## src/rtl/lsu_trigger_ctl.sv

```systemverilog
// LSU debug-trigger slots: tdata1/tdata2 state, match packets, dc4 chaining and decode request handshake.
// Optional per-slot 16-bit hit counters are built when LSU_TRIG_HITCNT_EN is defined.
package lsu_trigger_ctl_pkg;
  localparam int unsigned XLEN = 32;

  typedef struct packed {
    logic            select;
    logic            match;
    logic            store;
    logic            load;
    logic [XLEN-1:0] tdata2;
  } trigger_pkt_t;
endpackage

module lsu_trigger_ctl
  import lsu_trigger_ctl_pkg::*;
#(
  parameter int unsigned NUM_TRIG = 4,
  parameter int unsigned TYPE_VAL = 2
) (
  input  logic                          clk,
  input  logic                          rst,
  input  logic                          dbg_mode,
  input  logic                          csr_wr_valid,
  output logic                          csr_wr_ready,
  input  logic [1:0]                    csr_wr_idx,
  input  logic                          csr_wr_reg,
  input  logic [31:0]                   csr_wr_data,
  input  logic [1:0]                    csr_rd_idx,
  input  logic [1:0]                    csr_rd_reg,
  output logic [31:0]                   csr_rd_data,
  output trigger_pkt_t [NUM_TRIG-1:0]   trigger_pkt_any,
  input  logic [NUM_TRIG-1:0]           lsu_trigger_match_dc3,
  input  logic                          lsu_kill_dc3,
  output logic                          trig_req_valid,
  output logic                          trig_req_action,
  output logic [NUM_TRIG-1:0]           trig_req_vec,
  input  logic                          trig_req_ack
);

  localparam int unsigned DMODE  = 27;
  localparam int unsigned HIT    = 20;
  localparam int unsigned SELECT = 19;
  localparam int unsigned ACTION = 12;
  localparam int unsigned CHAIN  = 11;
  localparam int unsigned MATCH  = 7;
  localparam int unsigned MBIT   = 6;
  localparam int unsigned STORE  = 1;
  localparam int unsigned LOAD   = 0;
  localparam int unsigned T1W    = 28;
  localparam logic [T1W-1:0] T1_WMASK = 28'h818_18C3;

  typedef enum logic {IDLE, REQ} state_e;

  state_e                state_q, state_d;
  logic [NUM_TRIG-1:0]   vec_q, vec_d;
  logic                  action_q, action_d;
  logic [NUM_TRIG-1:0]   match_dc4_q;
  logic [T1W-1:0]        t1_q [NUM_TRIG];
  logic [31:0]           t2_q [NUM_TRIG];

  logic [NUM_TRIG-1:0]   fire, act_vec, hit_set, wr_t1, wr_t2;
  logic                  wr_en;
  logic [T1W-1:0]        wr_val;
  logic                  unused_wr_hi;

  assign unused_wr_hi   = ^csr_wr_data[31:T1W];
  assign csr_wr_ready   = (state_q == IDLE);
  assign trig_req_valid = (state_q == REQ);
  assign trig_req_vec   = vec_q;
  assign trig_req_action = action_q;

  // Write decode: dmode-owned slots are frozen outside debug mode, dmode itself needs debug mode
  always_comb begin
    wr_t1  = '0;
    wr_t2  = '0;
    wr_en  = csr_wr_valid & csr_wr_ready & ~(t1_q[csr_wr_idx][DMODE] & ~dbg_mode);
    wr_t1[csr_wr_idx] = wr_en & ~csr_wr_reg;
    wr_t2[csr_wr_idx] = wr_en & csr_wr_reg;
    wr_val = csr_wr_data[T1W-1:0] & T1_WMASK;
    if (!dbg_mode)     wr_val[DMODE] = 1'b0;
    if (csr_wr_idx[0]) wr_val[CHAIN] = 1'b0;
  end

  // Chained pairs fire only when both members match in the same dc4 cycle
  always_comb begin
    fire = match_dc4_q;
    if (t1_q[0][CHAIN]) fire[1:0] = {2{&match_dc4_q[1:0]}};
    if (t1_q[2][CHAIN]) fire[3:2] = {2{&match_dc4_q[3:2]}};
    for (int i = 0; i < NUM_TRIG; i++) act_vec[i] = t1_q[i][ACTION];
  end

  always_comb begin
    state_d  = state_q;
    vec_d    = vec_q;
    action_d = action_q;
    hit_set  = '0;
    case (state_q)
      IDLE: begin
        if (|fire) begin
          hit_set  = fire;
          vec_d    = fire;
          action_d = |(fire & act_vec);
          state_d  = REQ;
        end
      end
      REQ: begin
        if (trig_req_ack) begin
          vec_d    = '0;
          action_d = 1'b0;
          state_d  = IDLE;
        end
      end
      default: state_d = IDLE;
    endcase
  end

  always_ff @(posedge clk) begin
    if (rst) begin
      state_q  <= IDLE;
      vec_q    <= '0;
      action_q <= 1'b0;
    end else begin
      state_q  <= state_d;
      vec_q    <= vec_d;
      action_q <= action_d;
    end
  end

  always_ff @(posedge clk) begin
    if (rst) begin
      match_dc4_q <= '0;
      for (int i = 0; i < NUM_TRIG; i++) begin
        t1_q[i] <= '0;
        t2_q[i] <= '0;
      end
    end else begin
      match_dc4_q <= lsu_trigger_match_dc3 & ~{NUM_TRIG{lsu_kill_dc3}};
      for (int i = 0; i < NUM_TRIG; i++) begin
        if (wr_t1[i])        t1_q[i]      <= wr_val;
        else if (hit_set[i]) t1_q[i][HIT] <= 1'b1;
        if (wr_t2[i])        t2_q[i]      <= csr_wr_data;
      end
    end
  end

`ifdef LSU_TRIG_HITCNT_EN
  logic [15:0] cnt_q [NUM_TRIG];

  always_ff @(posedge clk) begin
    if (rst) begin
      for (int i = 0; i < NUM_TRIG; i++) cnt_q[i] <= '0;
    end else begin
      for (int i = 0; i < NUM_TRIG; i++) begin
        if (wr_t1[i])                             cnt_q[i] <= '0;
        else if (hit_set[i] && cnt_q[i] != 16'hFFFF) cnt_q[i] <= cnt_q[i] + 16'd1;
      end
    end
  end
`endif

  always_comb begin
    csr_rd_data = '0;
    case (csr_rd_reg)
      2'd0:    csr_rd_data = {4'(TYPE_VAL), t1_q[csr_rd_idx]};
      2'd1:    csr_rd_data = t2_q[csr_rd_idx];
`ifdef LSU_TRIG_HITCNT_EN
      2'd2:    csr_rd_data = {16'b0, cnt_q[csr_rd_idx]};
`endif
      default: csr_rd_data = '0;
    endcase
  end

  // Packets: load is suppressed by address/data select, nothing fires in debug mode
  always_comb begin
    trigger_pkt_any = '0;
    for (int i = 0; i < NUM_TRIG; i++) begin
      trigger_pkt_any[i].select = t1_q[i][SELECT];
      trigger_pkt_any[i].match  = t1_q[i][MATCH];
      trigger_pkt_any[i].store  = t1_q[i][STORE] & t1_q[i][MBIT] & ~dbg_mode;
      trigger_pkt_any[i].load   = t1_q[i][LOAD] & ~t1_q[i][SELECT] & t1_q[i][MBIT] & ~dbg_mode;
      trigger_pkt_any[i].tdata2 = t2_q[i];
    end
  end

endmodule

```

## config.mk

```make
export PLATFORM = sky130hd
export DESIGN_NAME = lsu_trigger_ctl
export DESIGN_NICKNAME = d
export VERILOG_FILES = /design/src/rtl/lsu_trigger_ctl.sv
export SDC_FILE = /design/constraint.sdc
export NUM_CORES = 1
export LEC_CHECK = 0
export CAP_MARGIN = 10
export CORE_ASPECT_RATIO = 0.7
export CORE_MARGIN = 8
export CORE_UTILIZATION = 55
export DETAILED_ROUTE_END_ITERATION = 6
export DONT_BUFFER_PORTS = 1
export GPL_ROUTABILITY_DRIVEN = 0
export PLACE_DENSITY_LB_ADDON = 0.08
export RECOVER_POWER = 25
export SYNTH_ARGS = -nofsm -noshare
export SYNTH_HDL_FRONTEND = slang
export SYNTH_SLANG_ARGS = --single-unit
```

## constraint.sdc

```tcl
create_clock -name clk -period 5.73 [get_ports clk]
set_input_delay 1.146 -clock clk [delete_from_list [all_inputs] [get_ports clk]]
set_output_delay 1.146 -clock clk [all_outputs]
set_load 0.01 [all_outputs]
```

**After elaboration in Yosys (flattened, before gate mapping)**

Memories as Yosys holds them, arrays and structs flattened.
Cells that the tools add are included.

- $lt $le $gt $ge: 2
- Equality and inequality tests: 3
- Bitwise logic cells: 50
- Mux-type cells: 72
- Reduce and logical (&&, ||, !) cells: 7

Operators with widths:

| operator | number |
|---|---|
| 32-bit two-way mux | 4 |
| 32-bit case mux with 2 select lines | 1 |
| 1-bit two-way mux | 53 |
| 9-bit two-way mux | 4 |
| 1-bit bitwise AND | 25 |
| 4-bit bitwise AND | 4 |
| 4-bit two-way mux | 4 |
| 1-bit OR | 12 |
| 1-bit inverter | 8 |
| 4-bit case mux with 2 select lines | 1 |
| 4-bit OR reduction | 2 |
| 2-bit AND reduction | 3 |
| 2-bit two-way mux | 2 |
| 4-bit inverter | 1 |
| 1-bit case mux with 2 select lines | 2 |
| 2-bit by 3-bit < comparator with 1-bit output (second input constant) | 1 |
| 1-bit demux with 2-bit select | 1 |
| 2-bit by 1-bit equality test with 1-bit output (second input constant) | 1 |
| 2-bit by 1-bit greater-or-equal comparator with 1-bit output (second input constant) | 1 |
| 2-bit logical NOT | 1 |
| 2-bit by 1-bit != test with 1-bit output (second input constant) | 1 |
| 2-bit != test (second input constant) | 1 |
| 1-bit logical AND | 1 |

- Logic and storage cells: 140
- Flip-flop bits (word level): 10
- Output and inout port bits: 183
- Memories kept: 2
- Bits in writable memories: 164
- Bits of input ports: 49

Memory list:

| name | words | width | read ports | clocked after Yosys merged registers in | wr ports | RTL line | text |
|---|---|---|---|---|---|---|---|
| t2_q | 4 | 32 | 5 | 0 | 4 | 60 | `logic [31:0] t2_q [NUM_TRIG];` |
| t1_q | 4 | 9 | 6 | 0 | 4 | 59 | `logic [T1W-1:0] t1_q [NUM_TRIG];` |

**Logic depth before layout (Yosys ltp)**

- Depth in word-level cells: 11
- Depth in mapped cells: 6
- Mapped depth without buffers: 4

**Worst setup path before layout**

OpenSTA, ideal clock, no wires.

- Path kind: input to register
- Start: input port csr_wr_idx[0]
- End: memory t2_q[0][0] (enable)
- Arrival: 3,835 ps
- Library setup time: 466 ps
- Stages on the path: 3
- Data required time: 5,264 ps
- Buffers on the path: 0
- Slack: 1,430 ps
- Path through: nor3b_2 -> nand3_2 -> o21ai_0

RTL lines:

| element | RTL line | text |
|---|---|---|
| from (decl) | 26 | `input logic [1:0] csr_wr_idx,` |
| to (decl) | 60 |  |

==> impl_results.md <==
- Final setup viols: 0
- CTS-repair resized insts: 0
- H-tree depth: 4
- Status: complete, but fails checks
- Simple-Gate Fraction of Synth Area: 15.4%
- Setup Buffers After CTS: 0
- Critical path capture point: t2_q[2][6]$_SDFFCE_PN0P_
- Async SR Flop Fraction: 0%
- Slew Limit Headroom: -73.7%
- Die height: 117 µm
- Final WS setup: ~1.8 ns
- Clk root buf: clkbuf_16
- TritonCTS clock tree: built
- Leak Pwr: 2.86 nW
- Number of global-route vias before repair: 4872
- Synth Area in Compound Gates: 2.83%
- Clock latency on the worst-skew pair: around 0.42 ns
- Avg Inst Size Synth: 13.4 µm²
- Max Cap Viol: 2
- Maximum operating frequency: 252 MHz
- Routed len/inst: 27.2 µm
- TritonRoute pass-1 iters: 6
- RSZ-0062 raised after global routing: false
- Multi-input gate area: 2520 µm²
- Hold Vio Cnt, Final: 0
- Synth warn: 0
- Final HPWL DP: 14600 µm
- Hold Path Class: reg -> reg
- Max Root-Sink Buffers: 2
- Fin crit share: 69.3%
- Yosys top cell area share: 61.9%
- Cells after Synth: 592
- Pin count of the biggest net entering global routing: 45
- FF/Latch Area: slightly above 5000 µm²
- Total Routing Usage GR: 22.7%
- IO buf count: 0
- Area grow syn2layout: 7.35%
- FF-to-FF End: t2_q[2][6]$_SDFFCE_PN0P_
- Worst-margin pin slew: roughly 2.6 ns
- CP max FO: between 40 and 50
- Path depth of the worst reg2reg path: 5
- Most frequent cell after synthesis: nor2_1
- CP Launch Type: input pin
- Initial antenna violation count: 1
- Yosys reg bits: ~170
- Post-synth top flop: edfxtp_1
- Cts hold-fix bufs: 0
- Hold_ws: 0.505 ns
- Core area: 14000 µm²
- DRC Markers: 0
- Post-Route Skew: around 0.012 ns
- Rows: 36
- Initial cell density of the core: 56.8%
- Area contributors post-synth: edfxtp_1, mux4_2, nor2_1, dfxtp_1, nand2_1
- Fin. max-slew vios: 90
- GR Overflow Total: 0
- Arrival @ worst endpoint: 4.12 ns
- Inserted Clock Buffers: 17
- Post-layout min period: 3.97 ns
- First element of the critical path: csr_wr_valid
- Clk sinks: around 170
- Post-synth top cells: nor2_1, edfxtp_1, nand2_1, mux4_2, nor2b_1
- Post-synthesis mux area share: 12.7%
- Full die area: 18600 µm²
- WS Path Type: in -> reg
- Post-synth cell types: 42
- P per Cell Area: 330 nW/µm²
- Max IR drop VDD: between 0.0002 and 0.00025 V
- Worst Setup End Kind: register
- Initial DRC count: 389
- Setup TNS: 0 ns
- Worst-path clk slew: roughly 0.070 ns
- EDFF count, synth: 164
- Fill cells: 1102
- Die width: roughly 160 µm
- I/O pin cnt: about 230
- Failing checks: capacitance limit, slew limit
- Post-synthesis adder-cell area fraction: 0%
- Reg-to-reg startpoint: trig_req_valid$_SDFF_PP0_
- Register area share after synthesis: 64.5%
- Post-Syn Area: 7950 µm²
- Nets: 620
- Pre-CTS setup slack: between 2 and 2.5 ns
- Layout cells sized above 1: between 10% and 20%
- Detailed Route WL: 21100 µm
- Post-DR vias/cell: between 6 and 7
- Detail Route Antenna Nets: 0
- Synth Area in XOR/XNOR: 0%
- Hold Crit Start: trig_req_vec[0]$_SDFFE_PP0P_
- R2R setup slack: about 1.8 ns
- Vias: 4831
- Req. time, crit path: 5.88 ns
- Global-route wire length before repair: 31500 µm
- Largest family of logic cells by synthesized area: simple AND/OR/NAND/NOR gates
- Dominant cell type by area after synthesis: edfxtp_1
[registers in the layout, indices dropped and copies added (netlist names)]
name / count
t2_q: 128
trig_req_valid: 1
trig_req_vec: 4
match_dc4_q: 4
trig_req_action: 1
t1_q: 36
[logic make-up (layout without fill, tap and decap cells)]
logic type | count (synthesis) | count (layout)
simple gates | 271 | 271
flops | 174 | 174
buf+inv | 62 | 52
mux | 50 | 50
compound gates | 34 | 34
other cells | 1 | 3
[layer usage]
metal / global-route usage (%) / wire [µm] / vias to the layer above
met5: 0 / 0 / -
met2: 34.6 / 9880 / 280
met1: 29.1 / 8240 / 2457
met3: 10.3 / 2730 / 18
li1: - / - / 2076
met4: 6.32 / 209 / 0
[per-stage QoR]
stage          instance area, µm²  instances  power, W  utilization [%]
2_1_floorplan                7960        593   0.00170                -
3_3_place_gp                 7990        742   0.00174             57.0
3_5_place_dp                 7990        742   0.00174             57.0
4_1_cts                      8550        773   0.00283             61.0
5_1_grt                      8540        774   0.00291             60.9
6_report                     8540        774   0.00281             60.9
[final cells by class]
cell class	count	area share (%)
inverter	15	0.660
sequential	174	60.0
clock buffer	17	4.98
clock inverter	14	1.58
tap	190	2.79
multi-input combinational	357	29.5
timing repair buffer	6	0.440
antenna	1	0.0293
[how the worst min path moves through the flow]
stage | end | depth (start not counted) | slack (ns)
2_1_floorplan | trig_req_vec[0]$_SDFFE_PP0P_ | 2 | 0.47
5_1_grt | trig_req_vec[3]$_SDFFE_PP0P_ | 2 | 0.52
4_1_cts | trig_req_vec[0]$_SDFFE_PP0P_ | 2 | 0.51
3_5_place_dp | trig_req_vec[0]$_SDFFE_PP0P_ | 2 | 0.50
3_3_place_gp | trig_req_vec[0]$_SDFFE_PP0P_ | 2 | 0.49
6_report | trig_req_vec[0]$_SDFFE_PP0P_ | 2 | 0.50
[where the power goes]
group | switching [W] | internal [W]
registers | 0.0000743 | 0.00145
clock network | 0.000498 | 0.000605
logic | 0.000111 | 0.0000736
[worst max-delay path, cell delays in order]
cell and delay, ns:
nor3b_1 0.15, nand3_2 0.10, clkbuf_1 1.80, o21ai_4 0.50, buf_4 0.40
[placed cells by master, fill, tap and decap left out, types with 2 or more instances in the layout]
cell type | Yosys | final
and2_1 | 4 | 2
clkbuf_1 | 13 | 2
clkinv_1 | 0 | 2
edfxtp_1 | 164 | 164
inv_6 | 0 | 3
or2_2 | 2 | 2
o22ai_1 | 2 | 2
clkinv_4 | 0 | 3
nand3b_1 | 4 | 4
nand2_1 | 42 | 42
buf_4 | 10 | 4
and3_1 | 5 | 5
a211oi_1 | 2 | 2
nand3b_4 | 2 | 2
conb_1 | 1 | 2
inv_1 | 14 | 14
o2111ai_1 | 2 | 2
nor4bb_1 | 3 | 3
a211o_2 | 0 | 2
a21oi_1 | 6 | 6
and2_0 | 0 | 2
nor2b_1 | 23 | 23
o21ai_0 | 7 | 6
clkbuf_16 | 0 | 17
nand3_1 | 4 | 4
inv_8 | 0 | 2
o2bb2ai_1 | 2 | 2
nand2b_1 | 5 | 5
clkinvlp_4 | 0 | 3
dfxtp_1 | 10 | 10
nand3_2 | 2 | 2
o21ai_2 | 2 | 2
nor2_1 | 170 | 170
mux4_2 | 41 | 41
a31oi_1 | 2 | 2
mux2i_1 | 9 | 9
o21ai_4 | 0 | 4
No activity file was read; power rests on OpenSTA's default activity.
